**src/rtl/matmul_pkg.sv**
```systemverilog
// matmul_pkg: shared state type, defaults and strobe bit order for the matmul sequencer
package matmul_pkg;
  typedef enum logic [2:0] {IDLE, PEND, CLEAR, READ, ACC, WRITE} state_t;
  localparam int N_DEF = 4;
  localparam int STB_CLR = 0;
  localparam int STB_RD = 1;
  localparam int STB_MAC = 2;
  localparam int STB_WE = 3;
  localparam int STB_W = 4;
  function automatic int addr_w(input int n);
    return $clog2(n * n);
  endfunction
endpackage

```
**src/rtl/matmul_idx_counter.sv**
```systemverilog
// matmul_idx_counter: nested k (inner), j, i (outer) index counter for the matrix walk
module matmul_idx_counter import matmul_pkg::*; #(
  parameter int N = N_DEF,
  parameter int IW = $clog2(N)
) (
  input  logic          clk_in,
  input  logic          reset_n,
  input  logic          clear,
  input  logic          step_k,
  input  logic          step_ij,
  output logic [IW-1:0] i,
  output logic [IW-1:0] j,
  output logic [IW-1:0] k,
  output logic          last_k,
  output logic          last_elem
);
  localparam logic [IW-1:0] MAX = IW'(N - 1);
  assign last_k = k == MAX;
  assign last_elem = i == MAX && j == MAX;
  // N is a power of two, so j and i wrap to zero on their own
  always_ff @(posedge clk_in or negedge reset_n)
    if (!reset_n) {i, j, k} <= '0;
    else if (clear) {i, j, k} <= '0;
    else if (step_ij) begin
      k <= '0;
      j <= j + 1'b1;
      if (j == MAX) i <= i + 1'b1;
    end
    else if (step_k) k <= k + 1'b1;
endmodule

```
**src/rtl/matmul_sequencer.sv**
```systemverilog
// matmul_sequencer: tick-paced FSM walking C = A*B over operand RAMs, MAC and result RAM
module matmul_sequencer import matmul_pkg::*; #(
  parameter int N = N_DEF,
  parameter int AW = addr_w(N)
) (
  input  logic          clk_in,
  input  logic          reset_n,
  input  logic          tick_en,
  input  logic          start,
  input  logic          abort,
  output logic          busy,
  output logic          done,
  output logic          rd_en,
  output logic [AW-1:0] a_addr,
  output logic [AW-1:0] b_addr,
  output logic          mac_clr,
  output logic          mac_en,
  output logic          c_we,
  output logic [AW-1:0] c_addr
);
  localparam int IW = $clog2(N);
  state_t state, nxt;
  logic [IW-1:0] i, j, k;
  logic last_k, last_elem;
  logic [STB_W-1:0] stb;
  matmul_idx_counter #(.N(N), .IW(IW)) u_idx (
    .clk_in(clk_in),
    .reset_n(reset_n),
    .clear(abort || (state == IDLE && start)),
    .step_k(stb[STB_MAC] && !last_k),
    .step_ij(stb[STB_WE]),
    .i(i),
    .j(j),
    .k(k),
    .last_k(last_k),
    .last_elem(last_elem)
  );
  always_comb begin
    nxt = state;
    stb = '0;
    stb[STB_CLR] = tick_en && state == CLEAR;
    stb[STB_RD] = tick_en && state == READ;
    stb[STB_MAC] = tick_en && state == ACC;
    stb[STB_WE] = tick_en && state == WRITE;
    if (abort) nxt = IDLE;
    else if (state == IDLE) nxt = start ? (tick_en ? CLEAR : PEND) : IDLE;
    else if (tick_en)
      case (state)
        PEND:    nxt = CLEAR;
        CLEAR:   nxt = READ;
        READ:    nxt = ACC;
        ACC:     nxt = last_k ? WRITE : READ;
        WRITE:   nxt = last_elem ? IDLE : CLEAR;
        default: nxt = IDLE;
      endcase
  end
  always_ff @(posedge clk_in or negedge reset_n)
    if (!reset_n) begin
      state <= IDLE;
      busy <= 1'b0;
      done <= 1'b0;
    end else begin
      state <= nxt;
      busy <= nxt != IDLE;
      done <= !abort && stb[STB_WE] && last_elem;
    end
  assign mac_clr = stb[STB_CLR];
  assign rd_en = stb[STB_RD];
  assign mac_en = stb[STB_MAC];
  assign c_we = stb[STB_WE];
  // addresses come straight from the index registers, so they hold for the whole tick
  assign a_addr = AW'({i, k});
  assign b_addr = AW'({k, j});
  assign c_addr = AW'({i, j});
endmodule

```
**config.mk**
```make
export PLATFORM = sky130hd
export DESIGN_NAME = matmul_sequencer
export DESIGN_NICKNAME = d
export VERILOG_FILES = /design/src/rtl/matmul_pkg.sv /design/src/rtl/matmul_idx_counter.sv /design/src/rtl/matmul_sequencer.sv
export SDC_FILE = /design/constraint.sdc
export NUM_CORES = 1
export LEC_CHECK = 0
export BUFFER_PORTS_ARGS = -buffer_cell sky130_fd_sc_hd__buf_2
export CAP_MARGIN = 25
export CORE_UTILIZATION = 51
export CTS_BUF_LIST = sky130_fd_sc_hd__clkbuf_4 sky130_fd_sc_hd__clkbuf_8
export CTS_CLUSTER_SIZE = 14
export DETAILED_ROUTE_END_ITERATION = 16
export HOLD_SLACK_MARGIN = 0.02
export PLACE_DENSITY = 0.81
export SYNTH_ARGS = -nofsm -noshare
export SYNTH_HDL_FRONTEND = slang
export SYNTH_HIERARCHICAL = 1
export SYNTH_SLANG_ARGS = --single-unit
```
**constraint.sdc**
```tcl
create_clock -name clk_in -period 1.7 [get_ports clk_in]
set_input_delay 0.255 -clock clk_in [delete_from_list [all_inputs] [get_ports clk_in]]
set_output_delay 0.255 -clock clk_in [all_outputs]
set_load 0.1 [all_outputs]
```
### Yosys cells after proc, flatten, opt, wreduce, memory -nomap -nowiden

Index checks and enable logic that the tools add are counted.

* latch bits: 0
* output and inout bits: 18
* register bits after elaboration: 11
* RAM bits: 0
* ROM bits: 0
* memories kept: 0
* word-level logic and storage cells: 51

* reductions and logical operators: 18
* shift operators: 0
* bitwise logic cells: 0
* eq/ne operators: 8
* magnitude comparators: 0
* $mul: 0
* div/mod/pow operators: 0
* $add $sub $neg: 3
* muxes and demuxes: 16

Operators by type and width (count)
* 2-bit 2-to-1 mux: 11
* 3-bit one-hot mux with 5 select lines: 1
* 3-bit 2-to-1 mux: 4
* 1-bit logical AND: 9
* 2-bit by 1-bit adder with 2-bit output (second input constant): 3
* 2-bit == test (second input constant): 3
* 3-bit by 2-bit == test with 1-bit output (second input constant): 2
* 3-bit == test (second input constant): 2
* 3-bit nonzero test: 2
* 2-bit nonzero test: 2
* 3-bit by 1-bit == test with 1-bit output (second input constant): 1
* 3-bit zero test: 1
* 1-bit zero test: 2
* 2-bit AND reduction: 1
* 1-bit logical OR: 1

### Longest topological paths before layout

* depth after elaboration: 8
* depth in mapped cells: 5

### Cells and area by module

Netlist, hierarchy kept.

By module, submodules not included
* matmul_sequencer: cells an instance 40, area each 382.9 sq um, instances 1, seq. area each 125.1 sq um
* matmul_idx_counter: cells an instance 25, area each 306.5 sq um, instances 1, seq. area each 150.1 sq um

### Least setup slack after synthesis

Ideal clock, no wire load.

* kind: flip-flop to flip-flop
* start point: register state[0]
* end point: register busy
* required time: 1606 ps
* cell stages (with the launch flop): 5
* clock period less this slack: 2889 ps
* setup time: 94 ps
* data arrival time: 2796 ps
* path buffers: 1
* setup slack: -1189 ps
* cells stage by stage: dfrtp_1 > buf_4 > nor4bb_2 > a2111oi_2 > o221ai_1

* longest elaborated chain between the ends: 6

Ends and longest elaborated chain
* from (decl): RTL line matmul_sequencer.sv:22 `state_t state, nxt;`
* from (signal assigned): RTL line matmul_sequencer.sv:63 `state <= nxt;`
* 3-bit == test (tied with other cells): RTL line matmul_sequencer.sv:48 `case (state)`
* 3-bit one-hot mux with 5 select lines: RTL line matmul_sequencer.sv:48
* 3-bit 2-to-1 mux: RTL line matmul_sequencer.sv:47 `else if (tick_en)`
* 3-bit 2-to-1 mux *: RTL line matmul_sequencer.sv:46 `else if (state == IDLE) nxt = start ? (tick_en ? CLEAR : PEND) : IDLE;`
* 3-bit 2-to-1 mux *: RTL line matmul_sequencer.sv:45 `if (abort) nxt = IDLE;`
* 3-bit nonzero test *: RTL line matmul_sequencer.sv:64 `busy <= nxt != IDLE;`
* to (signal assigned): RTL line matmul_sequencer.sv:60 `busy <= 1'b0;`
* to (signal assigned): RTL line matmul_sequencer.sv:64
* to (decl): RTL line matmul_sequencer.sv:11 `output logic busy,`

Mark *: on every way between the ends. The rest lies on a longest branch, timed or not.
A chain may end at the register's enable or synchronous reset.

### Worst setup path after layout

* start point: register state[2]
* end point: output mac_clr

* longest elaborated chain between the ends: 2

Ends and longest elaborated chain
* 3-bit by 2-bit == test with 1-bit output: RTL line matmul_sequencer.sv:41 `stb[STB_CLR] = tick_en && state == CLEAR;`
* 1-bit logical AND: RTL line matmul_sequencer.sv:41
* to (decl): RTL line matmul_sequencer.sv:16 `output logic mac_clr,`

Every way passes these cells.

==> out/metrics.yaml <==
status: "finished clean"
drt_first_pass_iters: 4
synth-simple-area-share: 0.2123
critPathLaunchType: "flop"
tightest_slew_ps: 490.6
cp-end-kind: "output port"
maxSlewViolCount: 0
maxCapViolations: 0
critPathTopFamily: "flip-flops"
routed_wl_mm: 1.267
fin_crit_ps: 1606
die_w_um: 38.77
io_pins: 23
routedWlPerCell_um: 12.80
setup_slack_ps: 93.82
worstPathArrival_ps: 1350
cts_made_buffers: 3
track_usage: 0.2103
crit_buf_inv: 1
synthMuxAreaShare: 0.04356
skew_ps: 1.922
syn_avg_cell_area_um2: 10.61
hold_viol: 0
cts.sinks: 11
place_ws_ps: 133.2
fp.dieArea_um2: 1503
ant_nets: 0
cts-root-buf: "clkbuf_4"
fillers: 92
leakage_uw: 0.0004368
viasPerCell: 5.465
slowest_delay_ps: 480
critPathMaxFanout: 10
whs_ps: 211.1
synth_cell_type_count: 29
clk_path_buf_depth: 2
rsz0062_at_grt: "no"
yosys_warnings: 6
ys_async_sr_fraction: 1.000
path_clk_slew_ps: 70
maxSlewHeadroom: 0.6752
cp_cell_sequence: "nor4bb_4, buf_12"
mostFrequentLayoutCells: "buf_2 (18), dfrtp_2 (7), inv_1 (5), nor2_1 (5)"
syn_nets: 73
htree_levels: 1
drt_iter0_drc: 9
clock_latency_ps: 260
path_class: "reg2out"
setup_viol_count_final: 0
synth_top_family_by_area: "simple AND/OR/NAND/NOR gates"
multi_input_area_um2: 331.6
grt_overflow_total: 0
grt_pass1_wl_mm: 2.104
fin_crit_sh: 0.9448
synth_compound_area_frac: 0.1289
seq_area_um2: 284.0
synth_xor_xnor_area_share: 0.02541
antenna_cells: 0
synthCells: 65
max-vdd-ir-drop_uv: 590.4
port_buffers: 22
synth_fa_ha_area_frac: 0.05445
vias: 541
start_util: 0.5812
layout_commonest_cell: "buf_2"
ys_ff_latch: 11
synth_ff_type: "dfrtp_1"
cp.required_ps: 1440
power_uw: 564.9
grt_max_degree: 12
power_density_nw_per_um2: 645.9
seq_area_frac_synth: 0.3993
hpwl_um: 980.5
grt_pass1_vias: 480
gp_congestion: 0.8428
antenna_found_initial: 0
slowest_stage: "dfrtp_2"
tritoncts: "yes"
synth_edf_count: 0
layout-drive-gt1-share: 0.4941
hold_class: "in2reg"
setup_tns_ps: 0
syn-cell-area_um2: 689.4
drc: 0
nNetsFinal: 94
fp-row-count: 12
clock.fmax_mhz: 622.6
area_growth_pct: 26.86
fp.dieH_um: 38.77
coreArea_um2: 1186
fin_util: 0.7373
synthesized netlist by cell type (2+ instances only):
| cell | number | area (µm²) |
|---|---|---|
| nor3_1 | 2 | 10.01 |
| a21bo_1 | 2 | 20.02 |
| a21oi_1 | 2 | 10.01 |
| ha_1 | 3 | 37.54 |
| a31o_2 | 2 | 17.52 |
| o221ai_1 | 2 | 17.52 |
| buf_4 | 7 | 52.55 |
| dfrtp_1 | 11 | 275.3 |
| xnor2_1 | 2 | 17.52 |
| inv_1 | 5 | 18.77 |
| nor2_1 | 5 | 18.77 |
| buf_6 | 2 | 22.52 |
| mux2i_1 | 3 | 30.03 |
| nand2_1 | 2 | 7.510 |
metrics by stage:
| stage | instance area (µm²) | std cells |
|---|---|---|
| finish | 874.6 | 99 |
| global route | 874.6 | 99 |
| CTS | 865.8 | 98 |
| detailed placement | 827.0 | 93 |
| global placement | 827.0 | 93 |
| floorplan | 710.7 | 65 |
metal layers:
metal	vias up	track usage	part of all wire
met5	-	0	0
met4	0	0.04310	0
met3	0	0.08671	0.053
met2	17	0.3167	0.47
met1	257	0.2825	0.48
li1	267	-	-
state kept, by name (all words and copies together), names as in the netlist:
register and cells:
busy 1, done 1, state 3, u_idx/i 2, u_idx/j 2, u_idx/k 2
final timing paths:
kind	start	to	slack, ps	depth (start not counted)
setup / recovery	state[2]	mac_clr	90	2
hold / removal	abort	state[0]	210	2
setup reg to reg	state[1]	u_idx/k[1]	150	4
hold reg to reg	u_idx/j[1]	u_idx/j[1]	570	2
max in group asynchronous	reset_n	u_idx/k[1]	1110	2
min in group asynchronous	reset_n	state[0]	380	2
power breakdown:
| part | internal (µW) | switching [µW] | total, µW | leakage [µW] |
|---|---|---|---|---|
| Sequential | 269 | 9.62 | 279 | 0.000139 |
| Combinational | 38.8 | 75.7 | 114 | 0.000280 |
| Clock | 86.9 | 84.6 | 172 | 0.0000177 |
timing repair:
| item | 4_1_cts | 5_1_grt |
|---|---|---|
| buffers inserted | 0 | 1 |
| setup endpoints to repair | 1 | 1 |
| gates cloned | 0 | 0 |
| pin swaps | 0 | 1 |
| gates resized for setup | 1 | 1 |
| endpoints found under the hold margin | 11 | 0 |
| hold buffers | 1 | 0 |
cells by family after synthesis:
family	count (synthesis)
adders and majority gates	3
DFF	11
and+or+nand+nor	22
buffers and inverters	14
AOI/OAI and AO/OA	10
muxes	3
xor gates and xnor gates	2
cell type report:
cell class / instances / area share
well taps: 14 / 0.02003
clock inverters: 1 / 0.005722
flip-flops and latches: 11 / 0.3247
inverters: 5 / 0.02146
multi-input cells: 40 / 0.3791
repair buffers: 25 / 0.2232
clock buffers: 3 / 0.02575
No activity file was read; power rests on OpenSTA's default activity.
